<file path="src/rtl/shift_cipher_pkg.sv">
// ============================================================================
// Module  : shift_cipher_pkg
// Brief   : Shared types, constants and the alphabetic helper for the shift
//           cipher decryptor.
// Revision: 1.0 - initial release
// ============================================================================
`default_nettype none

package shift_cipher_pkg;

  typedef enum logic [1:0] {
    IDLE  = 2'd0,
    RUN   = 2'd1,
    DRAIN = 2'd2
  } state_e;

  localparam logic MODE_CAESAR   = 1'b0;
  localparam logic MODE_VIGENERE = 1'b1;
  localparam int   DRAIN_CYCLES  = 2;

  localparam logic [7:0] ASCII_UPPER_A = 8'h41;
  localparam logic [7:0] ASCII_UPPER_Z = 8'h5A;
  localparam logic [7:0] ASCII_LOWER_A = 8'h61;
  localparam logic [7:0] ASCII_LOWER_Z = 8'h7A;
  localparam int         ALPHA_SIZE    = 26;

  // kmod must already be reduced below ALPHA_SIZE, so one conditional subtract suffices.
  function automatic logic [7:0] alpha_dec(input logic [7:0] sym,
                                           input logic [7:0] base,
                                           input logic [7:0] kmod);
    logic [7:0] off;
    off = sym - base + 8'(ALPHA_SIZE) - kmod;
    if (off >= 8'(ALPHA_SIZE)) off = off - 8'(ALPHA_SIZE);
    return off + base;
  endfunction

endpackage

`default_nettype wire

</file>
<file path="src/rtl/shift_cipher_sub.sv">
// ============================================================================
// Module  : shift_cipher_sub
// Brief   : Combinational symbol decrypt; SHIFT_CIPHER_ALPHA_EN selects the
//           mod-26 letter variant instead of plain mod 2^D_WIDTH subtraction.
// Revision: 1.0 - initial release
// ============================================================================
`default_nettype none

module shift_cipher_sub
  import shift_cipher_pkg::*;
#(
  parameter int D_WIDTH = 8
) (
  input  logic [D_WIDTH-1:0] i_sym,
  input  logic [D_WIDTH-1:0] i_key,
  output logic [D_WIDTH-1:0] o_plain
);

`ifdef SHIFT_CIPHER_ALPHA_EN
  logic [D_WIDTH-1:0] w_kmod;
  logic               w_upper;
  logic               w_lower;

  assign w_kmod  = i_key % D_WIDTH'(ALPHA_SIZE);
  assign w_upper = (i_sym >= D_WIDTH'(ASCII_UPPER_A)) && (i_sym <= D_WIDTH'(ASCII_UPPER_Z));
  assign w_lower = (i_sym >= D_WIDTH'(ASCII_LOWER_A)) && (i_sym <= D_WIDTH'(ASCII_LOWER_Z));

  always_comb begin
    o_plain = i_sym;
    if (w_upper)
      o_plain = D_WIDTH'(alpha_dec(i_sym[7:0], ASCII_UPPER_A, w_kmod[7:0]));
    else if (w_lower)
      o_plain = D_WIDTH'(alpha_dec(i_sym[7:0], ASCII_LOWER_A, w_kmod[7:0]));
  end
`else
  assign o_plain = i_sym - i_key;
`endif

endmodule

`default_nettype wire

</file>
<file path="src/rtl/shift_cipher_decryption.sv">
// ============================================================================
// Module  : shift_cipher_decryption
// Brief   : Two-stage Caesar/Vigenere stream decryptor with valid/busy
//           handshake; SHIFT_CIPHER_ALPHA_EN enables letter-only decryption.
// Revision: 1.0 - initial release
// ============================================================================
`default_nettype none

module shift_cipher_decryption
  import shift_cipher_pkg::*;
#(
  parameter int D_WIDTH = 8,
  parameter int KEY_LEN = 4
) (
  input  logic                       clk,
  input  logic                       rst,
  input  logic [D_WIDTH-1:0]         data_i,
  input  logic                       valid_i,
  input  logic                       last_i,
  input  logic                       mode_i,
  input  logic [KEY_LEN*D_WIDTH-1:0] key,
  output logic                       busy,
  output logic [D_WIDTH-1:0]         data_o,
  output logic                       valid_o
);

  localparam int IDX_W = (KEY_LEN > 1) ? $clog2(KEY_LEN) : 1;

  state_e                     r_state;
  logic                       r_mode;
  logic [KEY_LEN*D_WIDTH-1:0] r_key;
  logic [IDX_W-1:0]           r_idx;
  logic [1:0]                 r_drain_cnt;
  logic                       r_busy;

  logic                       r_s1_valid;
  logic [D_WIDTH-1:0]         r_s1_sym;
  logic [D_WIDTH-1:0]         r_s1_key;
  logic [D_WIDTH-1:0]         r_data_o;
  logic                       r_valid_o;

  logic                       w_idle;
  logic                       w_accept;
  logic                       w_mode;
  logic [KEY_LEN*D_WIDTH-1:0] w_key_src;
  logic [D_WIDTH-1:0]         w_elems [KEY_LEN];
  logic [IDX_W-1:0]           w_sel_idx;
  logic [IDX_W-1:0]           w_idx_next;
  logic [D_WIDTH-1:0]         w_plain;

  // The opening symbol must see the key/mode on the pins, not the stale latch.
  assign w_idle    = (r_state == IDLE);
  assign w_accept  = valid_i && (r_state != DRAIN);
  assign w_mode    = w_idle ? mode_i : r_mode;
  assign w_key_src = w_idle ? key : r_key;

  for (genvar k = 0; k < KEY_LEN; k++) begin : g_key_elems
    assign w_elems[k] = w_key_src[k*D_WIDTH +: D_WIDTH];
  end

  always_comb begin
    w_sel_idx = '0;
    if (w_mode == MODE_VIGENERE) w_sel_idx = r_idx;
  end

  assign w_idx_next = (r_idx == IDX_W'(KEY_LEN - 1)) ? '0 : r_idx + 1'b1;

  always_ff @(posedge clk) begin
    if (rst) begin
      r_state     <= IDLE;
      r_mode      <= MODE_CAESAR;
      r_key       <= '0;
      r_idx       <= '0;
      r_drain_cnt <= '0;
      r_busy      <= 1'b0;
    end else begin
      case (r_state)
        IDLE: begin
          if (valid_i) begin
            r_mode <= mode_i;
            r_key  <= key;
            if (last_i) begin
              r_state     <= DRAIN;
              r_busy      <= 1'b1;
              r_drain_cnt <= '0;
            end else begin
              r_state <= RUN;
              r_idx   <= w_idx_next;
            end
          end
        end
        RUN: begin
          if (valid_i) begin
            if (last_i) begin
              r_state     <= DRAIN;
              r_busy      <= 1'b1;
              r_drain_cnt <= '0;
              r_idx       <= '0;
            end else begin
              r_idx <= w_idx_next;
            end
          end
        end
        DRAIN: begin
          if (r_drain_cnt == 2'(DRAIN_CYCLES - 1)) begin
            r_state <= IDLE;
            r_busy  <= 1'b0;
          end else begin
            r_drain_cnt <= r_drain_cnt + 2'd1;
          end
        end
        default: begin
          r_state <= IDLE;
          r_busy  <= 1'b0;
          r_idx   <= '0;
        end
      endcase
    end
  end

  shift_cipher_sub #(
    .D_WIDTH (D_WIDTH)
  ) u_sub (
    .i_sym   (r_s1_sym),
    .i_key   (r_s1_key),
    .o_plain (w_plain)
  );

  always_ff @(posedge clk) begin
    if (rst) begin
      r_s1_valid <= 1'b0;
      r_s1_sym   <= '0;
      r_s1_key   <= '0;
      r_data_o   <= '0;
      r_valid_o  <= 1'b0;
    end else begin
      r_s1_valid <= w_accept;
      if (w_accept) begin
        r_s1_sym <= data_i;
        r_s1_key <= w_elems[w_sel_idx];
      end
      r_valid_o <= r_s1_valid;
      if (r_s1_valid) r_data_o <= w_plain;
    end
  end

  assign busy    = r_busy;
  assign data_o  = r_data_o;
  assign valid_o = r_valid_o;

endmodule

`default_nettype wire

</file>
<file path="config.mk">
export PLATFORM = sky130hd
export DESIGN_NAME = shift_cipher_decryption
export DESIGN_NICKNAME = d
export VERILOG_FILES = /design/src/rtl/shift_cipher_pkg.sv /design/src/rtl/shift_cipher_sub.sv /design/src/rtl/shift_cipher_decryption.sv
export SDC_FILE = /design/constraint.sdc
export NUM_CORES = 1
export LEC_CHECK = 0
export CAP_MARGIN = 20
export CORE_ASPECT_RATIO = 0.6
export CORE_MARGIN = 2
export CORE_UTILIZATION = 55
export CTS_BUF_LIST = sky130_fd_sc_hd__clkbuf_4 sky130_fd_sc_hd__clkbuf_8 sky130_fd_sc_hd__clkbuf_16
export CTS_CLUSTER_SIZE = 16
export DETAILED_ROUTE_END_ITERATION = 8
export HOLD_SLACK_MARGIN = 0.02
export PLACE_DENSITY_LB_ADDON = 0.2
export SYNTH_ARGS = -nofsm -noshare
export SYNTH_HDL_FRONTEND = slang
export SYNTH_HIERARCHICAL = 1
export SYNTH_SLANG_ARGS = --single-unit
</file>
<file path="constraint.sdc">
create_clock -name clk -period 5.5 [get_ports clk]
set_input_delay 0.825 -clock clk [delete_from_list [all_inputs] [get_ports clk]]
set_output_delay 0.825 -clock clk [all_outputs]
set_load 0.02 [all_outputs]
</file>
==> out/results.ini <==
[sta]
finalHoldViolations = 0
rsz0062_at_grt = no
setup_viol = 0
worst_slew_margin_rel = 0.5189
period_share = 0.4853
worstMarginPinSlew_ns = 0.7207
finalClockSkew_ns = 0.005400
drv_slew = 0
fmax_mhz = 374.6
setup-tns-final_ns = 0
finalCriticalPeriod_ns = 2.669

[floorplan]
die_x_um = 106.0
dieHeight_um = 65.19
die_area_um2 = 6909
core_um2 = 6083
io_pins = 55
num_rows = 22
initial_core_util = 0.5642

[cts]
cts_tree = built
cts_made_buffers = 9
clk_latency_ns = 0.34
cts-resized-gates = 0
cts.clk_slew.worst_paths_ns = 0.07
cts-root-buf = clkbuf_8
post_cts_buffers = 0
clockBufferDepth = 2
htreeDepth = 3
postCtsHoldBufs = 0
clkSinkCount = 66

[routing]
vias = 3020
drc = 0
wirelength_um = 8124
wl_per_cell_um = 15.07
ant_nets = 0
first_pass_iters = 5
via_per_inst = 5.603
drt-initial-drc-count = 239

[final_layout]
finalNetCount = 507
syn_to_final_growth_pct = 21.87
antenna_cells = 0
drive_gt1_frac = 0.08791
stdcell_count = 539

[critical_path]
crit_required_ns = 5.74
crit_type = in -> reg
critPathLaunchType = input pin
critPathCaptureType = register
path_cells = clkdlybuf4s50_1 > and4bb_2 > a31oi_4 > mux2_2 > a221oi_1
slowest_delay_ns = 0.58
crit_fanout = 16
worstPathArrival_ns = 2.91
slowest_stage = clkdlybuf4s50_1

[pwr]
ir_worst_vdd_mv = 0.1517
leakagePower_nw = 1.664
power_mw = 1.237
powerDensity_nw_per_um2 = 295.7

[global_route]
antenna_found_initial = 0
grt_pass1_wl_um = 13310
grt_max_degree = 67
grt_pass1_vias = 2783
overflow = 0
grt_usage = 0.2478

[synth]
synthArstFlopShare = 0
ys.warnings.count = 6
synthesis.area_um2 = 3432
ys_top_cells_by_area = dfxtp_1 (38%), nand2_1 (11%), mux2i_1 (7.6%)
synth_top_area_share = 0.3850
synth_area_per_cell_um2 = 8.290
synth_top_cell_by_area = dfxtp_1
synth-seq-area-share = 0.3850
syn_inst = 414
ys_types = 44
ys_ff_latch = 66
syn_nets = 469
synth_edf_count = 0
synth-main-ff-cell = dfxtp_1

[placed_design]
placed_cells = 524
gp_congestion = 0.7846
port_buffers = 54
dp_hpwl_um = 5565

[job]
cap_violations = 0

[worst_hold_path]
hp-class = reg -> reg

[run_status]
status = finished, final reports clean

==> layout by cell type (no fill, tap or decap), types with 10 or more instances in the layout <==
cell and n:
a21oi_1 51, clkbuf_8 11, clkdlybuf4s50_1 53, dfxtp_1 66
inv_1 10, mux2i_1 26, nand2_1 102, nand2b_1 10
nor2_1 24, o21bai_1 10
==> registers in the layout, summed over array words and instances (netlist names), 2 cells and up <==
name         cells
data_o           8
r_s1_key         8
r_s1_sym         8
r_state          2
r_idx            2
r_key           32
r_drain_cnt      2
==> power by group <==
group | switching, mW | internal [mW] | leakage (nW)
Combinational | 0.146 | 0.143 | 1.02
Clock | 0.176 | 0.227 | 0.101
Sequential | 0.0308 | 0.514 | 0.542
==> worst paths after layout <==
path | cells past startpoint | slack (ns) | end | start
max reg2reg | 4 | 3.11 | r_s1_key[3] | r_state[1]
min reg2reg | 2 | 0.45 | r_key[22] | r_key[22]
max | 5 | 2.83 | r_s1_key[3] | mode_i
min | 2 | 0.45 | r_key[22] | r_key[22]
==> cell type report <==
type	instances	area [µm²]
Tap cell	84	105.1
Clock inverter	3	40.04
Sequential cell	66	1321
Multi-Input combinational cell	308	1929
Timing Repair Buffer	57	598.1
Clock buffer	11	151.4
Inverter	10	37.54
Fill cell	537	1901
==> cells by family (layout without fill, tap and decap cells) <==
logic type               Yosys count  in the layout  synth area share
AO/OA/AOI/OAI                    100            100            0.1910
flip-flops                        66             66            0.3850
AND/OR/NAND/NOR                  158            158            0.2129
buffers and inverters             40             81           0.05286
adder cells (fa/ha/maj)           10             10           0.03864
XOR/XNOR                           6              6           0.01531
multiplexers                      34             34            0.1043
==> stage by stage <==
stage	worst slack, ns	hold WS, ns	utilization	cell area [µm²]
finish	2.831	0.4530	0.6876	4183
global route	2.711	0.4680	0.6876	4183
CTS	2.858	0.4508	0.6843	4163
detailed placement	2.522	0.4412	0.6528	3971
global placement	2.558	0.4374	0.6458	3929
floorplan	3.400	0.4312	-	3432
==> synth_stat cells, types with 2 or more instances <==
library cell	number
nand2_1	102
a21o_1	3
mux2_4	2
ha_1	9
buf_6	3
o21ai_0	9
or4b_2	8
nor2_1	24
nand2b_1	10
nor2b_1	2
a221oi_1	8
inv_1	10
buf_4	2
a21oi_1	51
and2_1	2
or2b_1	2
clkbuf_1	24
a31oi_1	2
mux2i_1	26
xnor2_1	5
dfxtp_1	66
o21bai_1	10
mux2_2	6
a32o_1	8
==> metal layers <==
| metal | GRT usage | up-vias | wire length, µm |
|---|---|---|---|
| met5 | 0 | - | 0 |
| met3 | 0.06647 | 13 | 498 |
| li1 | - | 1502 | - |
| met4 | 0.07895 | 0 | 114 |
| met1 | 0.3471 | 1414 | 3999 |
| met2 | 0.3734 | 91 | 3510 |
==> critical path: cells and delay by family <==
family | cells | cell delay [ns]
and+or+nand+nor | 1 | 0.34
buffers and inverters | 1 | 0.58
muxes | 1 | 0.40
AOI/OAI and AO/OA | 2 | 0.75
No activity file was read; power rests on OpenSTA's default activity.
